## config.mk

```make
export PLATFORM = sky130hd
export DESIGN_NAME = instruction_fetch
export DESIGN_NICKNAME = d
export VERILOG_FILES = /design/src/rtl/mips_pkg.sv /design/src/rtl/pc_register.sv /design/src/rtl/instruction_fetch.sv
export SDC_FILE = /design/constraint.sdc
export NUM_CORES = 1
export LEC_CHECK = 0
export CORE_MARGIN = 3
export CORE_UTILIZATION = 43
export DETAILED_ROUTE_END_ITERATION = 8
export PLACE_DENSITY = 0.82
export SLEW_MARGIN = 20
export SYNTH_ARGS = -nofsm -noshare
export SYNTH_HDL_FRONTEND = slang
export SYNTH_SLANG_ARGS = --single-unit
```

## constraint.sdc

```tcl
create_clock -name i_clk -period 4.15 [get_ports i_clk]
set_input_delay 1.245 -clock i_clk [delete_from_list [all_inputs] [get_ports i_clk]]
set_output_delay 1.245 -clock i_clk [all_outputs]
set_load 0.02 [all_outputs]
```

## src/rtl/mips_pkg.sv

```systemverilog
// mips_pkg: types and constants shared by the MIPS pipeline stages.
package mips_pkg;
  localparam int WORD_BYTES = 4;
  localparam int XLEN = 32;
  typedef enum logic {RUN, HALT} fetch_state_e;
  typedef struct packed {
    logic [XLEN-1:0] instruction;
    logic [XLEN-1:0] pc_plus4;
    logic            valid;
  } if_id_t;
endpackage

```

## src/rtl/pc_register.sv

```systemverilog
// pc_register: program counter with load enable and the redirect / sequential next-PC mux.
module pc_register import mips_pkg::*; #(
  parameter int                    DATA_WIDTH = 32,
  parameter logic [DATA_WIDTH-1:0] RESET_PC   = '0
) (
  input  logic                  i_clk,
  input  logic                  i_rst_n,
  input  logic                  i_load_en,
  input  logic                  i_redirect,
  input  logic [DATA_WIDTH-1:0] i_redirect_pc,
  output logic [DATA_WIDTH-1:0] o_pc
);
  logic [DATA_WIDTH-1:0] pc_q, pc_d;
  always_comb pc_d = i_redirect ? i_redirect_pc : pc_q + DATA_WIDTH'(WORD_BYTES);
  always_ff @(posedge i_clk or negedge i_rst_n)
    if (!i_rst_n) pc_q <= RESET_PC;
    else if (i_load_en) pc_q <= pc_d;
  assign o_pc = pc_q;
endmodule

```

## src/rtl/instruction_fetch.sv

```systemverilog
// instruction_fetch: MIPS fetch stage; owns the PC, reads the ROM and fills the IF/ID register.
module instruction_fetch import mips_pkg::*; #(
  parameter int                    MEMORY_DEPTH = 32,
  parameter int                    DATA_WIDTH   = 32,
  parameter logic [DATA_WIDTH-1:0] RESET_PC     = '0
) (
  input  logic                  i_clk,
  input  logic                  i_rst_n,
  input  logic                  i_stall,
  input  logic                  i_flush,
  input  logic                  i_redirect,
  input  logic [DATA_WIDTH-1:0] i_redirect_pc,
  input  logic [DATA_WIDTH-1:0] i_instruction,
  output logic [DATA_WIDTH-1:0] o_address,
  output logic [DATA_WIDTH-1:0] o_if_id_instruction,
  output logic [DATA_WIDTH-1:0] o_if_id_pc_plus4,
  output logic                  o_if_id_valid,
  output logic                  o_halted,
  output logic [31:0]           o_fetch_count
);
  localparam logic [DATA_WIDTH:0] PC_LIMIT = (DATA_WIDTH+1)'(MEMORY_DEPTH * WORD_BYTES);
  fetch_state_e          state_q;
  if_id_t                if_id_q, if_id_d;
  logic [31:0]           count_q;
  logic [DATA_WIDTH-1:0] pc, pc_plus4;
  logic                  illegal, run, squash, capture;
  assign illegal  = pc[1:0] != 2'b00 || {1'b0, pc} >= PC_LIMIT;
  assign run      = state_q == RUN;
  assign squash   = illegal || i_flush || i_redirect;
  assign capture  = run && !squash && !i_stall;
  assign pc_plus4 = pc + DATA_WIDTH'(WORD_BYTES);
  pc_register #(.DATA_WIDTH(DATA_WIDTH), .RESET_PC(RESET_PC)) u_pc (
    .i_clk        (i_clk),
    .i_rst_n      (i_rst_n),
    .i_load_en    (run && !illegal && !i_stall),
    .i_redirect   (i_redirect),
    .i_redirect_pc(i_redirect_pc),
    .o_pc         (pc)
  );
  // Squash wins over stall, so flush+stall empties IF/ID while the PC holds.
  always_comb if_id_d = squash ? '0 : i_stall ? if_id_q
                      : '{instruction: i_instruction, pc_plus4: pc_plus4, valid: 1'b1};
  always_ff @(posedge i_clk or negedge i_rst_n)
    if (!i_rst_n) begin
      state_q <= RUN;
      if_id_q <= '0;
      count_q <= '0;
    end else if (run) begin
      state_q <= illegal ? HALT : RUN;
      if_id_q <= if_id_d;
      count_q <= count_q + 32'(capture);
    end
  assign o_address           = pc;
  assign o_if_id_instruction = if_id_q.instruction;
  assign o_if_id_pc_plus4    = if_id_q.pc_plus4;
  assign o_if_id_valid       = if_id_q.valid;
  assign o_halted            = state_q == HALT;
  assign o_fetch_count       = count_q;
endmodule

```

* Word level (Yosys, flattened, before mapping)
Cells that the tools add are included.
Storage, ports and cells: register bits 130, output and inout port bits 130, logic and storage cells 28
Cells by class: add/sub/neg operators 2, $lt $le $gt $ge 1, equal/unequal tests 1, multiplexer cells 5, bitwise gates (word level) 1, reductions and logical operators 12
Operator list (count):
- two-way mux 65 bit | 2
- adder 32 x 1 -> 32 bit | 1
- adder 32 x 3 -> 32 bit, second input constant | 1
- >= comparator 32 x 8 -> 1 bit, second input constant | 1
- two-way mux 32 bit | 1
- logical AND 1 bit | 4
- logical NOT 1 bit | 3
- logical OR 1 bit | 3
- two-way mux 1 bit | 2
- != test 2 x 1 -> 1 bit, second input constant | 1
- AND reduction 2 bit | 1
- nonzero test 2 bit | 1
- inverter 1 bit | 1

* Depth between registers and ports, before layout
depth after elaboration 8, gate-level depth with buffers 10, gate-level depth less buffers 9

* Cells and area by module
A second synthesis with hierarchy kept.
Unflattened totals: cell total of the unflattened synthesis 546, area total of the unflattened synthesis 6019.5 um2
Modules (own cells, without submodules):
- instruction_fetch | instances 1, cells each 297, area an instance 3897.5 um2, seq. area each 2452.4 um2
- pc_register | instances 1, cells each 249, area an instance 2122.0 um2, seq. area each 800.8 um2

* Worst setup path before layout
Ideal clock, no wire load.
kind in2reg, from in i_stall, to reg count_q[20] (netlist: o_fetch_count[20]), data arrival time 3430 ps, setup slack 591 ps, stages on the path 10, buffers on the path 1, cells stage by stage nor2_1 -> nand4_1 -> nor4_2 -> buf_2 -> ha_1 -> ha_1 -> nand3b_1 -> nor4_2 -> nand4_1 -> xnor2_1
Between the ends: longest elaborated chain between the ends 3
RTL lines:
- start: declaration | RTL line instruction_fetch.sv:9 | input logic i_stall,
- logical NOT 1 bit | RTL line instruction_fetch.sv:30 | assign capture = run && !squash && !i_stall;
- logical AND 1 bit | RTL line instruction_fetch.sv:30
- adder 32 x 1 -> 32 bit | RTL line instruction_fetch.sv:51 | count_q <= count_q + 32'(capture);
- end signal: assignment | RTL line instruction_fetch.sv:51
- end: declaration | RTL line instruction_fetch.sv:24 | logic [31:0] count_q;
Every way passes these cells. A chain may end at the register's enable or synchronous reset.

* Worst setup path after layout
Ends and elaborated chain as after synthesis.

==> out/results.txt <==
Overflow after GRT: 0
Worst Path Required: 4.44 ns
FP Rows: 38
CTS tree: built
Reg2Reg Depth: 10
Lkg Pwr: 3.68 nW
Starting DRT DRC Count: 226
post-route cell area: 7810 um^2
Final Wtd Congestion: 0.784
period utilisation layout: 82.2%
status: complete, no violations
Starting Density: 45.2%
clock tree buffer depth: 2
final cell utilization of the core: 70.2%
CP endpoint kind: register
largest net degree at the start of global routing: 85
Startpoint Class: primary input
Routed WL: 13,400 um
Final WS setup: 0.738 ns
Fin Setup TNS: 0 ns
flops & latches, synth: 130
Sw Ratio: 21.4%
synthesized instance count: 376
area added between synthesis and finish: 55.5%
Die X: 114 um
full die area: 13,000 um^2
slew of the pin with the lowest slew margin: 0.619 ns
Yosys cell types: 38
placed cell area: 7160 um^2
fin. max-slew vios: 0
Comb pwr share: 6.2%
register area share after synthesis: 64.8%
Max transition margin: 58.7%
vias in the first global route: 4,210
drt wl/cell: 18.2 um
Clock Tree Root: clkbuf_16
FFs w/ async S/R, synth: 100%
Max IR drop VDD: 308 uV
CP peak stage delay: 0.46 ns
Routed Antenna Nets: 0
via/cell ratio: 5.21
die height: 114 um
layout cells sized above 1: 8.21%
f_max: 293 MHz
Min-Delay Path Depth: 1
final hold vios: 0
Cell Area, Synth: 5020 um^2
Post-synth EDFFs: 0
IO Port Bufs: 198
initial antenna violation count: 0
Clk Latency, worst-skew pair: 0.41 ns
DRC viols: 0
IO Pins: 199
Syn. warnings: 0
worst setup slack after placement: 0.319 ns
PwrDens: 401 nW/um^2
internal cell power: 2.46 mW
core area: 11,100 um^2
CTS H-tree depth: 4
Tot Pwr: 3.14 mW
min-delay worst type: register to register
Post-CTS Hold Fix Bufs: 0
Setup CP Type: primary input to register
Clock transition at path regs: 0.06 ns
setup bufs post-CTS: 0
CP Cell Sequence: clkdlybuf4s50_1 -> nor2_1 -> nand4_1 -> nor4_4 -> ha_1 -> ha_1 -> nand3b_1 -> nor4_2 -> buf_4 -> nand4_1 -> xnor2_1
via count: 3,842
first-pass GRT wire length: 22,100 um
setup violators final: 0
CP Data Arrival Time: 3.71 ns
fin nets: 657
Clock Sinks: 130
crit-path max FO: 10
# fillers: 806
gr usage total: 21.8%
hpwl dp: 9380 um
post-CTS sizing: 0
RSZ-0062 raised after global routing: false
ys flop type: dfrtp_1
syn avg cell area: 13.4 um^2
crit path time final: 3.41 ns
Post-Syn Nets: 449
Worst path slowest cell: clkdlybuf4s50_1
Num CTS Buffers: 17
sequential power share: 41.5%
ant diodes: 0
Clock Skew: 0.00675 ns
Clk pwr share: 52.3%
Net Switching: 672 uW
total iterations of the first detailed-routing run: 4
max cap viols: 0
-- placed cells by master, fill, tap and decap left out, types with 5 or more instances in the layout --
cell / instances
nand2_1: 14
nor2_1: 12
clkdlybuf4s50_1: 197
nand4_1: 11
nand3_1: 14
buf_4: 7
a21o_1: 28
and2_1: 28
dfrtp_1: 130
inv_1: 5
bufinv_16: 5
xor2_1: 6
clkbuf_16: 17
nor4_1: 6
xnor2_1: 28
a22o_1: 38
-- synth_stat cells, types with 2 or more instances --
cell | instances | area [um^2]
and3_1 | 4 | 25.0
nor2_1 | 12 | 45.0
ha_1 | 4 | 50.1
nand4_1 | 11 | 68.8
a22o_1 | 38 | 333
nand3_1 | 14 | 70.1
o21ai_0 | 3 | 15.0
mux2i_1 | 4 | 40.0
nor3_1 | 3 | 15.0
and4_1 | 2 | 17.5
nand2_1 | 14 | 52.6
inv_1 | 5 | 18.8
buf_6 | 5 | 56.3
a21o_1 | 28 | 210
mux2_2 | 2 | 22.5
buf_2 | 5 | 25.0
o31ai_1 | 3 | 22.5
nor4_1 | 6 | 37.5
nor4_2 | 3 | 37.5
dfrtp_1 | 130 | 3250
clkbuf_1 | 4 | 15.0
xnor2_1 | 28 | 245
and2_1 | 28 | 175
xor2_1 | 6 | 52.6
-- kinds of logic (layout without fill, tap and decap cells) --
logic type               Yosys count  after routing  synth area share (%)
flip-flops                       130            130                  64.8
AND/OR/NAND/NOR                  105            105                  12.3
AO/OA/AOI/OAI                     76             76                  12.3
XOR/XNOR                          34             34                  5.93
buffers and inverters             21            242                  2.52
multiplexers                       6              6                  1.25
adder cells (fa/ha/maj)            4              4                 0.996
-- flip-flops by register name, indices dropped and copies added (netlist names) --
| signal | flops |
|---|---|
| o_if_id_instruction | 32 |
| o_halted | 1 |
| o_if_id_pc_plus4 | 32 |
| o_fetch_count | 32 |
| o_if_id_valid | 1 |
| u_pc.o_pc | 32 |
-- power by group through the flow --
stage / Sequential [mW] / Clock, mW / Combinational, mW
floorplan: 1.34 / 0 / 0.0368
global placement: 1.32 / 0 / 0.194
detailed placement: 1.32 / 0 / 0.198
CTS: 1.30 / 1.67 / 0.199
global route: 1.30 / 1.73 / 0.212
finish: 1.30 / 1.64 / 0.196
-- critical path, delay by kind of cell --
family / cells / cell delay [ns]
AND/OR/NAND/NOR: 6 / 1.22
adder cells (fa/ha/maj): 2 / 0.40
XOR/XNOR: 1 / 0.15
buffers and inverters: 2 / 0.68
-- cell type report --
class	count	area, um^2	share of cell area, %
clock buffers	17	425	5.45
clock inverters	15	231	2.96
inverters	5	18.8	0.240
multi-input cells	225	1660	21.3
flip-flops and latches	130	3250	41.6
well taps	140	175	2.24
repair buffers	205	2040	26.2
-- per-layer routing --
layer	track usage (%)	share of wire [%]
met1	27.3	41
met2	35.4	49
met3	8.09	8.4
met4	6.81	1.2
met5	0	0
-- final timing paths --
| path | startpoint | end | slack (ns) |
|---|---|---|---|
| worst min register to register | o_fetch_count[31] | o_fetch_count[31] | 0.47 |
| worst max register to register | u_pc.o_pc[21] | o_fetch_count[20] | 1.20 |
| min in group asynchronous | i_rst_n | o_if_id_pc_plus4[9] | 0.85 |
| worst min-delay path | o_fetch_count[31] | o_fetch_count[31] | 0.47 |
| worst max-delay path | i_stall | o_fetch_count[20] | 0.74 |
| max in group asynchronous | i_rst_n | o_if_id_instruction[10] | 2.47 |
-- metrics by stage --
stage,instances,hold WS (ns)
after CTS,737,0.473
after global routing,737,0.494
after floorplan,376,0.582
after detailed placement,705,0.466
final,737,0.467
after global placement,705,0.459
Power figures use the tool's default switching activity.
